**config.mk**
```make
export PLATFORM = sky130hd
export DESIGN_NAME = hpm_ovf_ctrl
export DESIGN_NICKNAME = d
export VERILOG_FILES = /design/src/rtl/hpm_ovf_ctrl_pkg.sv /design/src/rtl/hpm_filter_slice.sv /design/src/rtl/hpm_ovf_ctrl.sv
export SDC_FILE = /design/constraint.sdc
export NUM_CORES = 1
export LEC_CHECK = 0
export CAP_MARGIN = 20
export CORE_AREA = 2 2 211 213
export DETAILED_ROUTE_END_ITERATION = 10
export DIE_AREA = 0 0 213 215
export REMOVE_ABC_BUFFERS = 1
export SLEW_MARGIN = 20
export SYNTH_ARGS = -nofsm -noshare
export SYNTH_HDL_FRONTEND = slang
export SYNTH_SLANG_ARGS = --single-unit
export TNS_END_PERCENT = 50
```
**constraint.sdc**
```tcl
create_clock -name clk_i -period 3.1 [get_ports clk_i]
set_input_delay 0.465 -clock clk_i [delete_from_list [all_inputs] [get_ports clk_i]]
set_output_delay 0.465 -clock clk_i [all_outputs]
set_load 0.005 [all_outputs]
```
**src/rtl/hpm_ovf_ctrl_pkg.sv**
```systemverilog
// Shared types and CSR addresses for the HPM overflow / privilege-filter controller.
package hpm_ovf_ctrl_pkg;

    localparam int unsigned XLEN_DEFAULT = 64;

    typedef enum logic [1:0] {
        PRIV_LVL_U = 2'b00,
        PRIV_LVL_S = 2'b01,
        PRIV_LVL_M = 2'b11
    } priv_lvl_t;

    typedef struct packed {
        logic of;
        logic minh;
        logic sinh;
        logic uinh;
    } hpm_filter_t;

    typedef enum logic {
        LCOF_IDLE,
        LCOF_PENDING
    } lcof_state_e;

    localparam logic [11:0] CSR_MHPM_EVENT_3  = 12'h323;
    localparam logic [11:0] CSR_MHPM_EVENT_3H = 12'h723;
    localparam logic [11:0] CSR_SCOUNTOVF     = 12'hDA0;

endpackage

```
**src/rtl/hpm_filter_slice.sv**
```systemverilog
// One counter's {OF,MINH,SINH,UINH} filter register, privilege gating and wrap detect.
// Build option HPM_OVF_FREEZE_EN: an overflowed counter stops counting until OF is cleared.
module hpm_filter_slice
    import hpm_ovf_ctrl_pkg::*;
(
    input  logic         clk_i,
    input  logic         rst_ni,
    input  priv_lvl_t    priv_lvl_i,
    input  logic         debug_mode_i,
    input  logic         event_i,
    input  logic [63:0]  counter_val_i,
    input  logic         wr_en_i,
    input  hpm_filter_t  wr_filter_i,
    output hpm_filter_t  filter_o,
    output logic         count_en_o,
    output logic         of_rise_o
);

    hpm_filter_t filter_q, filter_d;
    logic        inh;
    logic        ovf;

    always_comb begin
        // NOTE: every signal written here gets a default first, so no path can infer a latch.
        inh        = 1'b0;
        count_en_o = 1'b0;
        ovf        = 1'b0;
        filter_d   = filter_q;
        of_rise_o  = 1'b0;

        case (priv_lvl_i)
            PRIV_LVL_M: inh = filter_q.minh;
            PRIV_LVL_S: inh = filter_q.sinh;
            PRIV_LVL_U: inh = filter_q.uinh;
            default:    inh = 1'b0;
        endcase

`ifdef HPM_OVF_FREEZE_EN
        count_en_o = event_i & ~debug_mode_i & ~inh & ~filter_q.of;
`else
        count_en_o = event_i & ~debug_mode_i & ~inh;
`endif

        ovf = count_en_o & (counter_val_i == 64'hFFFF_FFFF_FFFF_FFFF);

        // Hardware overflow wins over a simultaneous software write of OF.
        if (wr_en_i) filter_d = wr_filter_i;
        if (ovf)     filter_d.of = 1'b1;

        of_rise_o = filter_d.of & ~filter_q.of;
    end

    // NOTE: state flops use non-blocking assignment so every flop samples pre-edge values.
    always_ff @(posedge clk_i) begin
        if (!rst_ni) filter_q <= '0;
        else         filter_q <= filter_d;
    end

    assign filter_o = filter_q;

endmodule

```
**src/rtl/hpm_ovf_ctrl.sv**
```systemverilog
// HPM overflow controller: per-counter filter slices, CSR decode, scountovf and LCOFI pending FSM.
// Build option HPM_OVF_FREEZE_EN (see hpm_filter_slice) freezes wrapped counters.
module hpm_ovf_ctrl
    import hpm_ovf_ctrl_pkg::*;
#(
    parameter int unsigned NumCounters = 6,
    parameter int unsigned XLEN        = XLEN_DEFAULT
) (
    input  logic                         clk_i,
    input  logic                         rst_ni,
    input  priv_lvl_t                    priv_lvl_i,
    input  logic                         debug_mode_i,
    input  logic [NumCounters-1:0]       event_i,
    input  logic [NumCounters-1:0][63:0] counter_val_i,
    output logic [NumCounters-1:0]       count_en_o,
    input  logic [11:0]                  addr_i,
    input  logic                         we_i,
    input  logic [XLEN-1:0]              data_i,
    output logic [XLEN-1:0]              data_o,
    output logic                         hit_o,
    output logic                         lcof_irq_o,
    input  logic                         lcof_clr_i
);

    hpm_filter_t            filter [NumCounters];
    logic [NumCounters-1:0] wr_en;
    logic [NumCounters-1:0] of_rise;
    hpm_filter_t            wr_filter;
    lcof_state_e            state_q, state_d;
    logic                   unused_data;

    // The filter nibble is the top four bits in both mhpmevent (RV64) and mhpmeventh (RV32).
    assign wr_filter   = hpm_filter_t'(data_i[XLEN-1 -: 4]);
    assign unused_data = ^data_i[XLEN-5:0];

    for (genvar i = 0; i < NumCounters; i++) begin : g_slice
        hpm_filter_slice u_slice (
            .clk_i        (clk_i),
            .rst_ni       (rst_ni),
            .priv_lvl_i   (priv_lvl_i),
            .debug_mode_i (debug_mode_i),
            .event_i      (event_i[i]),
            .counter_val_i(counter_val_i[i]),
            .wr_en_i      (wr_en[i]),
            .wr_filter_i  (wr_filter),
            .filter_o     (filter[i]),
            .count_en_o   (count_en_o[i]),
            .of_rise_o    (of_rise[i])
        );
    end

    always_comb begin
        hit_o  = 1'b0;
        data_o = '0;
        wr_en  = '0;

        if (addr_i == CSR_SCOUNTOVF) begin
            hit_o = 1'b1;
            for (int i = 0; i < NumCounters; i++) data_o[i+3] = filter[i].of;
        end

        for (int i = 0; i < NumCounters; i++) begin
            // On RV32 the low mhpmevent half is still ours but carries no filter bits.
            if (addr_i == CSR_MHPM_EVENT_3 + 12'(i)) hit_o = 1'b1;
            if ((XLEN == 64 && addr_i == CSR_MHPM_EVENT_3  + 12'(i)) ||
                (XLEN != 64 && addr_i == CSR_MHPM_EVENT_3H + 12'(i))) begin
                hit_o                = 1'b1;
                data_o[XLEN-1 -: 4]  = filter[i];
                wr_en[i]             = we_i;
            end
        end
    end

    always_comb begin
        state_d = state_q;
        case (state_q)
            LCOF_IDLE:    if (|of_rise) state_d = LCOF_PENDING;
            LCOF_PENDING: if (lcof_clr_i && !(|of_rise)) state_d = LCOF_IDLE;
            default:      state_d = LCOF_IDLE;
        endcase
    end

    always_ff @(posedge clk_i) begin
        if (!rst_ni) state_q <= LCOF_IDLE;
        else         state_q <= state_d;
    end

    assign lcof_irq_o = (state_q == LCOF_PENDING);

endmodule
```
==> reports/metrics.yaml <==
placed_design:
  place_inst: 1435
  post-place-ws_ns: -0.125
  place_area_sq_um: 7850
  gp_congestion: 0.845
  dp_hpwl_mm: 18.9
  placement.io_buffers: 430
cts:
  cts_inserted_buffers: 3
  ctsHoldBuffers: 0
  clock_path_buffers: 2
  clk-insertion-delay-late_ns: 0.26
  path_clk_slew_ns: 0.06
  cts_tree: "done"
  htreeDepth: 1
  clkSinkCount: 25
  clk_root_buffer_cell: "clkbuf_16"
min_path:
  min_path_type: "reg2reg"
  hold_depth: 2
die:
  rows: 77
  die_x_um: 213
  dieArea_sq_um: 45800
  ios: 545
  die_y_um: 215
  coreArea_sq_um: 43600
  start_util_pct: 6.63
pwr:
  power.density_nw_per_um2: 160
  p_leak_nw: 2.72
  vdd_drop_max_mv: 0.155
  power.total_mw: 1.28
setup_path:
  cp_num_buf_inv: 4
  critPathKind: "in2out"
  rr_worst_depth: 6
  crit_chain: "clkdlybuf4s50_1, nor4b_4, buf_4, nand2_2, buf_4, a21oi_1, or2_2, clkdlybuf4s50_1"
  cp_max_fo: 6
  reg2reg_slack_ns: 1.37
  start_kind: "primary input"
  slowest_delay_ns: 0.49
  slowest_stage: "clkdlybuf4s50_1"
  arrival_ns: 2.58
  cp.depth: 8
  path_delay_family: "buffers and inverters"
  required_ns: 2.63
  end_kind: "primary output"
final_layout:
  area_growth_pct: 175
  fin_util_pct: 18.2
  layout-drive-gt1-share_pct: 5.19
  instances_no_fill: 1441
  fin_area_sq_um: 7960
  nNetsFinal: 1322
  nFillCells: 4914
timing:
  max_freq_mhz: 329
  min_period_ns: 3.04
  final.period_utilization_pct: 98.1
  finClkSkew_ns: 0.00349
  relSlewSlack_pct: 54.6
  rsz0062_at_grt: "true"
  worst_slack_ns: 0.0580
  final-setup-viol-count: 0
  finalMaxSlewViolations: 0
  worst_pin_slew_ns: 0.680
  hold_viol_final: 0
synthesis:
  synth.area.top_cells: "nand4_1, dfxtp_1, buf_4"
  synth_cell_types: 50
  async_flop_share_pct: 0
  synth_area_leader_cell: "nand4_1"
  yosysSeqAreaShare_pct: 17.3
  synth_top_area_share_pct: 21.6
  synth.avg_cell_area_sq_um: 7.20
  synth_flop_cell: "dfxtp_1"
  synth_edf_count: 0
  yosys_register_bits: 25
  ys_warn_count: 0
  synthCells: 402
  syn_area_sq_um: 2890
detailed_routing:
  drc: 0
  dr.pass1.iters: 5
  drt_iter0_markers: 326
  vias: 4960
  viasPerCell: 3.44
  routed_wl_mm: 20.5
  wire_per_inst_um: 14.2
  ant_nets: 0
global_route:
  use_met2_pct: 14.2
  grt_pass1_wl_mm: 28.0
  top_usage_layer: "met2"
  met1_usage_pct: 9.57
  grt_remaining_overflow: 0
  antenna_found_initial: 5
  track_usage_pct: 8.20
  grt_max_degree: 23
  grtUsageMet3_pct: 2.75
  grt_pass1_vias: 4979
run_status:
  status: "finished, final reports clean"
job:
  maxCapViolCount: 0
## layout by cell type (no fill, tap or decap), types with 15 or more instances in the layout
cell type and count:
nand2_1 28, nand4_1 100, clkdlybuf4s50_1 426, nor2_1 24
nand3_1 15, buf_4 30, nor4_1 28, conb_1 54
mux2i_1 17, dfxtp_1 25
## path summary, 6_finish.rpt
path | startpoint | to
worst max-delay path | addr_i[7] | hit_o
worst max register to register | g_slice[5].u_slice.filter_o[3] | lcof_irq_o
worst min register to register | g_slice[5].u_slice.filter_o[2] | g_slice[5].u_slice.filter_o[2]
worst min-delay path | g_slice[5].u_slice.filter_o[2] | g_slice[5].u_slice.filter_o[2]
## registers in the layout (all words and copies together), names as in the netlist
signal	flops
g_slice.u_slice.filter_o	24
lcof_irq_o	1
## cell type report
| class | count | area, sq um | share of cell area, % |
|---|---|---|---|
| Sequential cell | 25 | 500 | 6.29 |
| Multi-Input combinational cell | 348 | 2070 | 26.0 |
| Antenna cell | 1 | 2.50 | 0.0315 |
| Clock buffer | 4 | 78.8 | 0.991 |
| Timing Repair Buffer | 459 | 4520 | 56.8 |
| Tap cell | 592 | 741 | 9.31 |
| Inverter | 12 | 45.0 | 0.566 |
## cell usage after synthesis, drive strengths merged (2+ instances only)
library cell and count:
dfxtp 25, nand2 30, nor3 6, o32ai 2
o21a 2, nand4 100, and2 3, o21ai 6
nor2 27, a32o 3, nand3 15, nand4b 2
a22oi 5, and3 4, inv 12, or4 2
clkbuf 5, mux2i 17, o2111a 2, a21oi 13
nor2b 2, or2 2, nor4 29, nor4b 2
o2111ai 2, buf 65, a221oi 3
## power breakdown
group	switching, mW	internal [mW]
clock network	0.113	0.176
registers	0.0000372	0.321
logic	0.171	0.496
## repair_timing
item,in CTS,in global routing
hold endpoints to repair,0,0
resized for setup,5,2
buffers inserted,0,1
pin swaps,2,2
setup endpoints to repair,4,2
## worst reg2reg max path, cell delays in order (launching register included)
cell	delay, ns
dfxtp_1	0.47
nor4b_1	0.09
a311oi_1	0.33
o32ai_1	0.14
and3_1	0.19
a221oi_1	0.24
a31oi_1	0.12
## layer usage
metal	part of all wire, %	routed length [um]	vias to the layer above
met2	47	9740	319
met1	39	7930	2232
met5	0.23	48	-
li1	-	-	2374
met4	1.9	399	8
met3	12	2400	27
## kinds of logic (layout without fill, tap and decap cells)
kind of cell	Yosys count	after routing	share of synthesized area, %
buffers and inverters	82	475	18.6
other	1	55	0.130
flip-flops	25	25	17.3
AO/OA/AOI/OAI	47	47	11.7
multiplexers	18	18	6.27
AND/OR/NAND/NOR	229	229	46.0
## per-stage QoR
stage          hold slack [ns]  TNS [ns]
5_1_grt                  0.506   -0.0287
2_1_floorplan            0.445         0
3_3_place_gp             0.466    -0.347
4_1_cts                  0.485   -0.0290
3_5_place_dp             0.474    -0.324
6_report                 0.486         0
(Power assumes the default switching activity.)
